<file path="config.mk">
export PLATFORM = sky130hd
export DESIGN_NAME = display_ctrl_flat
export DESIGN_NICKNAME = d
export VERILOG_FILES = /design/src/rtl/display_ctrl_if.sv /design/src/rtl/display_ctrl.sv /design/src/flat_wrapper.sv
export SDC_FILE = /design/constraint.sdc
export NUM_CORES = 1
export LEC_CHECK = 0
export BUFFER_PORTS_ARGS = -buffer_cell sky130_fd_sc_hd__buf_2
export CAP_MARGIN = 20
export CORE_MARGIN = 2
export CORE_UTILIZATION = 30
export CTS_BUF_LIST = sky130_fd_sc_hd__clkbuf_8
export DETAILED_ROUTE_END_ITERATION = 7
export MAX_ROUTING_LAYER = met4
export PLACE_DENSITY = 0.52
export RECOVER_POWER = 50
export SLEW_MARGIN = 20
export SYNTH_ARGS = -nofsm -noshare
export SYNTH_HDL_FRONTEND = slang
export SYNTH_SLANG_ARGS = --single-unit
</file>
<file path="constraint.sdc">
create_clock -name clock -period 2.2 [get_ports clock]
set_input_delay 0.33 -clock clock [delete_from_list [all_inputs] [get_ports clock]]
set_output_delay 0.33 -clock clock [all_outputs]
set_load 0.01 [all_outputs]
</file>
<file path="src/rtl/display_ctrl_if.sv">
// Handshake bundle between a game controller and display_ctrl: event pulses in,
// registered message-select and status out.
interface display_ctrl_if;
  logic       iniciar;
  logic       nivel_in;
  logic       venceu;
  logic       perdeu;
  logic       limpar;
  logic [1:0] displayAddr;
  logic       nivel;
  logic       ocupado;

  modport master (
    output iniciar, nivel_in, venceu, perdeu, limpar,
    input  displayAddr, nivel, ocupado
  );

  modport slave (
    input  iniciar, nivel_in, venceu, perdeu, limpar,
    output displayAddr, nivel, ocupado
  );
endinterface

</file>
<file path="src/rtl/display_ctrl.sv">
// Display message sequencer: level banner with hold timer, then win/lose message.
// Define DISPLAY_CTRL_BLINK_EN to blink the win/lose message every BLINK_CYCLES.
module display_ctrl #(
  parameter int HOLD_CYCLES  = 50000000,
  parameter int BLINK_CYCLES = 25000000
) (
  input  logic          clock,
  input  logic          reset,
  display_ctrl_if.slave bus
);

  typedef enum logic [2:0] {
    OCIOSO  = 3'd0,
    BANNER  = 3'd1,
    JOGO    = 3'd2,
    VITORIA = 3'd3,
    DERROTA = 3'd4
  } state_t;

  localparam logic [25:0] HOLD_M1  = 26'(HOLD_CYCLES - 1);
  // The counter never needs to exceed the larger terminal count, so it parks there.
  localparam logic [25:0] CNT_CEIL =
    26'(((HOLD_CYCLES > BLINK_CYCLES) ? HOLD_CYCLES : BLINK_CYCLES) - 1);
`ifdef DISPLAY_CTRL_BLINK_EN
  localparam logic [25:0] BLINK_M1 = 26'(BLINK_CYCLES - 1);
`endif

  state_t      state_q,   state_d;
  logic [25:0] counter_q, counter_d;
  logic [1:0]  addr_q,    addr_d;
  logic        nivel_q,   nivel_d;
  logic        ocupado_q, ocupado_d;
  logic        phase_q,   phase_d;
  logic [25:0] cnt_inc_s;
  logic        playing_s;

  assign cnt_inc_s = (counter_q >= CNT_CEIL) ? counter_q : counter_q + 26'd1;
  assign playing_s = (state_q == BANNER) || (state_q == JOGO);

  // Next-state and next-output decode, events in priority order.
  always_comb begin
    state_d   = state_q;
    counter_d = counter_q;
    addr_d    = addr_q;
    nivel_d   = nivel_q;
    ocupado_d = ocupado_q;
    phase_d   = phase_q;
    if (bus.limpar) begin
      state_d   = OCIOSO;
      counter_d = 26'd0;
      addr_d    = 2'b11;
      ocupado_d = 1'b0;
      phase_d   = 1'b1;
    end else if (bus.perdeu && playing_s) begin
      state_d   = DERROTA;
      counter_d = 26'd0;
      addr_d    = 2'b10;
      ocupado_d = 1'b0;
      phase_d   = 1'b1;
    end else if (bus.venceu && playing_s) begin
      state_d   = VITORIA;
      counter_d = 26'd0;
      addr_d    = 2'b01;
      ocupado_d = 1'b0;
      phase_d   = 1'b1;
    end else if (bus.iniciar && (playing_s || (state_q == OCIOSO))) begin
      state_d   = BANNER;
      counter_d = 26'd0;
      addr_d    = 2'b00;
      nivel_d   = bus.nivel_in;
      ocupado_d = 1'b1;
    end else begin
      case (state_q)
        BANNER: begin
          if (counter_q == HOLD_M1) begin
            state_d   = JOGO;
            counter_d = 26'd0;
            addr_d    = 2'b11;
            ocupado_d = 1'b0;
          end else begin
            counter_d = cnt_inc_s;
          end
        end
`ifdef DISPLAY_CTRL_BLINK_EN
        VITORIA, DERROTA: begin
          if (counter_q == BLINK_M1) begin
            counter_d = 26'd0;
            phase_d   = ~phase_q;
          end else begin
            counter_d = cnt_inc_s;
          end
          if (!phase_d) begin
            addr_d = 2'b11;
          end else if (state_q == DERROTA) begin
            addr_d = 2'b10;
          end else begin
            addr_d = 2'b01;
          end
        end
`endif
        default: begin
          state_d = state_q;
        end
      endcase
    end
  end

  // State, counter and registered outputs.
  always_ff @(posedge clock or posedge reset) begin
    if (reset) begin
      state_q   <= OCIOSO;
      counter_q <= 26'd0;
      addr_q    <= 2'b11;
      nivel_q   <= 1'b0;
      ocupado_q <= 1'b0;
      phase_q   <= 1'b1;
    end else begin
      state_q   <= state_d;
      counter_q <= counter_d;
      addr_q    <= addr_d;
      nivel_q   <= nivel_d;
      ocupado_q <= ocupado_d;
      phase_q   <= phase_d;
    end
  end

  assign bus.displayAddr = addr_q;
  assign bus.nivel       = nivel_q;
  assign bus.ocupado     = ocupado_q;

endmodule

</file>
<file path="src/flat_wrapper.sv">
// flat-port wrapper written by rule: the top's interface ports become plain ports
module display_ctrl_flat 
#(
  parameter int HOLD_CYCLES  = 50000000,
  parameter int BLINK_CYCLES = 25000000
)
  (clock, reset, bus_iniciar, bus_nivel_in, bus_venceu, bus_perdeu, bus_limpar, bus_displayAddr, bus_nivel, bus_ocupado);
  display_ctrl_if bus_i ();
  input  logic clock;
  input  logic reset;
  input wire logic [$bits(bus_i.iniciar)-1:0] bus_iniciar;
  input wire logic [$bits(bus_i.nivel_in)-1:0] bus_nivel_in;
  input wire logic [$bits(bus_i.venceu)-1:0] bus_venceu;
  input wire logic [$bits(bus_i.perdeu)-1:0] bus_perdeu;
  input wire logic [$bits(bus_i.limpar)-1:0] bus_limpar;
  output wire logic [$bits(bus_i.displayAddr)-1:0] bus_displayAddr;
  output wire logic [$bits(bus_i.nivel)-1:0] bus_nivel;
  output wire logic [$bits(bus_i.ocupado)-1:0] bus_ocupado;
  assign bus_i.iniciar = bus_iniciar;
  assign bus_i.nivel_in = bus_nivel_in;
  assign bus_i.venceu = bus_venceu;
  assign bus_i.perdeu = bus_perdeu;
  assign bus_i.limpar = bus_limpar;
  assign bus_displayAddr = bus_i.displayAddr;
  assign bus_nivel = bus_i.nivel;
  assign bus_ocupado = bus_i.ocupado;
  display_ctrl #(.HOLD_CYCLES(HOLD_CYCLES), .BLINK_CYCLES(BLINK_CYCLES)) u_core (.clock(clock), .reset(reset), .bus(bus_i));
endmodule
</file>
* After elaboration in Yosys (flattened, before gate mapping)
Cells that the tools add are included.
Word-level totals: input bits 7, logic and storage cells 50, output and inout port bits 4, flip-flop bits (word level) 33
Operators by class: magnitude comparators 1, $add $sub $neg 1, reduce and logical (&&, ||, !) cells 11, eq/ne operators 4, bitwise operators 3, multiplexer cells 25
Operator list (number):
- 2-to-1 mux 26 bit | 7
- adder 26 x 1 -> 26 bit, second input constant | 1
- equality test 26 bit, second input constant | 1
- >= comparator 26 bit, second input constant | 1
- 2-to-1 mux 3 bit | 6
- 2-to-1 mux 2 bit | 6
- nonzero test 5 bit | 2
- 2-to-1 mux 1 bit | 6
- inequality test 6 bit, second input constant | 1
- AND reduction 2 bit | 2
- AND reduction 4 bit | 1
- equality test 3 x 1 -> 1 bit, second input constant | 1
- equality test 3 x 2 -> 1 bit, second input constant | 1
- logical AND 1 bit | 3
- zero test 3 bit | 1
- inverter 1 bit | 3
- logical OR 1 bit | 2

* Logic depth before layout (Yosys ltp)
word-level depth 8, depth in mapped cells 7, mapped depth without buffers 6

* Least setup slack after synthesis
Ideal clock, no wire load.
path type register to register, start register u_core.counter_q[10], end register u_core.counter_q[24], cell stages (with the launch flop) 7, period minus slack after synthesis 2242 ps, slack -42 ps, arrival 2108 ps, library setup time 134 ps, cell sequence dfrtp_1 > or4_1 > or4_4 > o211a_4 > buf_2 > or2b_1 > mux2i_1
Between the ends: cells in the longest elaborated chain, start to end 8
RTL lines:
- start, declared | line display_ctrl.sv:29 | logic [25:0] counter_q, counter_d;
- start signal, assigned | line display_ctrl.sv:119 | counter_q <= counter_d;
- adder 26 x 1 -> 26 bit | line display_ctrl.sv:37 | assign cnt_inc_s = (counter_q >= CNT_CEIL) ? counter_q : counter_q + 26'd1;
- 2-to-1 mux 26 bit | line display_ctrl.sv:37
- 2-to-1 mux 26 bit | line display_ctrl.sv:75 | if (counter_q == HOLD_M1) begin
- 2-to-1 mux 26 bit | line display_ctrl.sv:73 | case (state_q)
- 2-to-1 mux 26 bit | line display_ctrl.sv:66 | end else if (bus.iniciar && (playing_s || (state_q == OCIOSO))) begin
- 2-to-1 mux 26 bit | line display_ctrl.sv:60 | end else if (bus.venceu && playing_s) begin
- 2-to-1 mux 26 bit | line display_ctrl.sv:54 | end else if (bus.perdeu && playing_s) begin
- 2-to-1 mux 26 bit | line display_ctrl.sv:48 | if (bus.limpar) begin
Parallel ways exist; a longest one is shown, timed or not. The select of a mux whose other input is x is not followed. A chain may end at the register's enable or synchronous reset.

* Worst setup path after layout
start register u_core.counter_q[10], end register u_core.counter_q[25]
Same word-level chain as after synthesis.

==> metrics.txt <==
Overflow after GRT 0; postcts setup bufs 0; Hold Path End u_core.state_q[2]$_DFFE_PP0P_; crit path max fanout 6; Initial Utilization 31.1%; antenna-violating nets left 0; Final Non-Filler Cells 361; Pins Over Slew Limit 34; status complete, but fails checks; post-route cell area 0.00260 mm^2; io pins 11; CTS tree yes; most used flip-flop cell after synthesis dfrtp_1; pin count of the biggest net entering global routing 34; routed wire length 5570 um; HPWL after DPL 3540 um; Cell Rows 30; Hold Crit Start bus_limpar; WP depth 5; Port Buffers 10; Peak supply drop 0.000322 V; Worst Skew 0.00732 ns; Worst Hold Slack 0.261 ns; Post-synth EDFFs 0; layout net count 272; count leader, synth dfrtp_1; Max Fclk 460 MHz; Worst EP arrival 2.36 ns; reg2reg setup slack 0.03 ns; Num CTS Buffers 5; Mapped Cells 234; LEAKAGE 0.965 nW; CP Capture Type register; DR pass1 iterations 4; GP Congestion 0.811; r2r endpoint u_core.counter_q[25]$_DFFE_PP0P_; number of max-cap violations 1; Max-Slew Margin vs Limit -28.9%; number of antenna violations at the first check in global routing 0; GRT Util Overall 15.6%; Final Hold Viols 0; Critical Path Start Type register; Area Overhead vs Synth 22.4%; Yosys reg bits 33; clk root buf clkbuf_8; FF-to-FF path depth 5; ratio of cells with drive above 1 in the final layout 23.4%; clock buffer depth 2; min cycle time layout 2.17 ns; top post-synthesis cells by area dfrtp_1, mux2i_1, o21ai_0; post-synthesis sequential area ratio 39.0%; Yosys top cell by area dfrtp_1; RSZ-0062 raised after global routing yes; Vias/cell 5.38; async set or reset register ratio after synthesis 100%; CP max stage delay 0.54 ns; Cells on Worst Hold Path 2; commonest cells in the netlist dfrtp_1, nand2_1, o21ai_0; final period utilization 98.9%; routed vias 1941; Yosys top cell area share 36.5%; Die X 88.1 um; CP required 2.38 ns; failing checks max-capacitance violations, max-slew violations; post-placement cell area 0.00240 mm^2; critical path class register to register; CP cell instances or4_4, or4_4, o211ai_4, nand2b_1, a22o_1; DRC viols 0; core box area 0.00683 mm^2; Fillers 722; hold buffer count at cts 0; CP top delay family simple AND/OR/NAND/NOR gates; vias in the first global route 1835; Final setup viols 0; synthesized area per cell 9.07 um^2; CTS clk-pin slew, worst paths 0.07 ns; measured slew at the worst slew-check pin 1.93 ns; CP Launch Point u_core.counter_q[10]$_DFFE_PP0P_; H-tree levels 2; global-route wire length before repair 9140 um; wire length per cell 15.4 um; setup tns final 0 ns; worst hold path type input port to register; Worst path most repeated cell or4_4; # diodes 0; Synth Net Count 242; pwr/cell area 782 mW/mm^2; clk_lat worst skew 0.29 ns; placed cell count 350; initial DRC count 176; die area 0.00777 mm^2; yosys warns 0; distinct cell type count after synthesis 57; Buffers & Inverters on Critical Path 0; clk sinks 33; fin util 38.0%; slowest CP cell or4_4; Syn Std Cell Area 0.00212 mm^2; Die Height 88.1 um; FF-to-FF Start u_core.counter_q[10]$_DFFE_PP0P_
stage by stage:
stage	power [mW]	worst slack, ns
after floorplan	1.25	0.0367
after CTS	2.00	0.0156
final	2.03	0.0251
after detailed placement	1.45	-0.0592
after global routing	2.16	-0.0244
after global placement	1.44	-0.0281
worst register-to-register path: stages (launching register included):
cell and delay [ns]:
dfrtp_1 0.38, or4_4 0.54, or4_4 0.50, o211ai_4 0.26
nand2b_1 0.14, a22o_1 0.25
area by class of cell:
class	count	area, um^2	area share [%]
Multi-Input combinational cell	189	1310	50.3
Sequential cell	33	828	31.9
Timing Repair Buffer	32	231	8.91
Tap cell	96	120	4.62
Clock buffer	7	96.3	3.71
Inverter	3	11.3	0.433
Clock inverter	1	5.00	0.193
power breakdown:
part	leakage, nW	switching [mW]	internal (mW)
combinational	0.463	0.474	0.303
sequential	0.448	0.0562	0.682
clock	0.0542	0.234	0.283
worst max-delay path by stage:
stage                                       end  slack [ns]
2_1_floorplan  u_core.counter_q[25]$_DFFE_PP0P_        0.04
3_3_place_gp   u_core.counter_q[25]$_DFFE_PP0P_       -0.03
3_5_place_dp   u_core.counter_q[25]$_DFFE_PP0P_       -0.06
4_1_cts        u_core.counter_q[24]$_DFFE_PP0P_        0.02
5_1_grt        u_core.counter_q[25]$_DFFE_PP0P_       -0.02
6_report       u_core.counter_q[25]$_DFFE_PP0P_        0.03
what timing repair did:
| item | in CTS | in global routing |
|---|---|---|
| gates cloned | 1 | 2 |
| pin swaps | 1 | 1 |
| setup endpoints to repair | 23 | 28 |
| resized for setup | 3 | 12 |
logic make-up after synthesis:
| group | share of synthesized area [%] |
|---|---|
| simple gates | 28.3 |
| xor+xnor | 0.413 |
| mux | 8.54 |
| compound gates | 18.7 |
| buf+inv | 4.01 |
| flops | 39.0 |
| fa+ha+maj | 1.06 |
flip-flops by register name (all words and copies together), names as in the netlist:
name / cells
u_core.counter_q: 26
u_core.state_q: 3
u_core.bus.displayAddr: 2
u_core.bus.nivel: 1
u_core.bus.ocupado: 1
placed cells by master (no fill, tap or decap), types with 3 or more instances in the layout:
cell type,netlist,routed
nor2_1,10,10
o211a_4,1,3
inv_1,3,3
clkbuf_8,0,7
a21oi_1,5,5
buf_4,0,18
o21ai_0,19,17
dfrtp_1,31,31
o21ai_1,8,8
or2b_1,4,4
or4_4,1,3
or4_1,6,4
buf_2,5,10
nand3_1,9,9
nor3_1,12,11
nand2b_1,13,13
nor4_1,9,7
nand4_1,5,5
mux2i_1,17,17
nand2_1,25,25
routing by layer:
metal	up-vias	part of all wire (%)	track usage, %
li1	947	-	-
met1	958	48	20.3
met2	29	48	24.5
met3	7	2.9	2.73
met4	0	1.3	5.51
met5	-	0	-
Power figures use the tool's default switching activity.
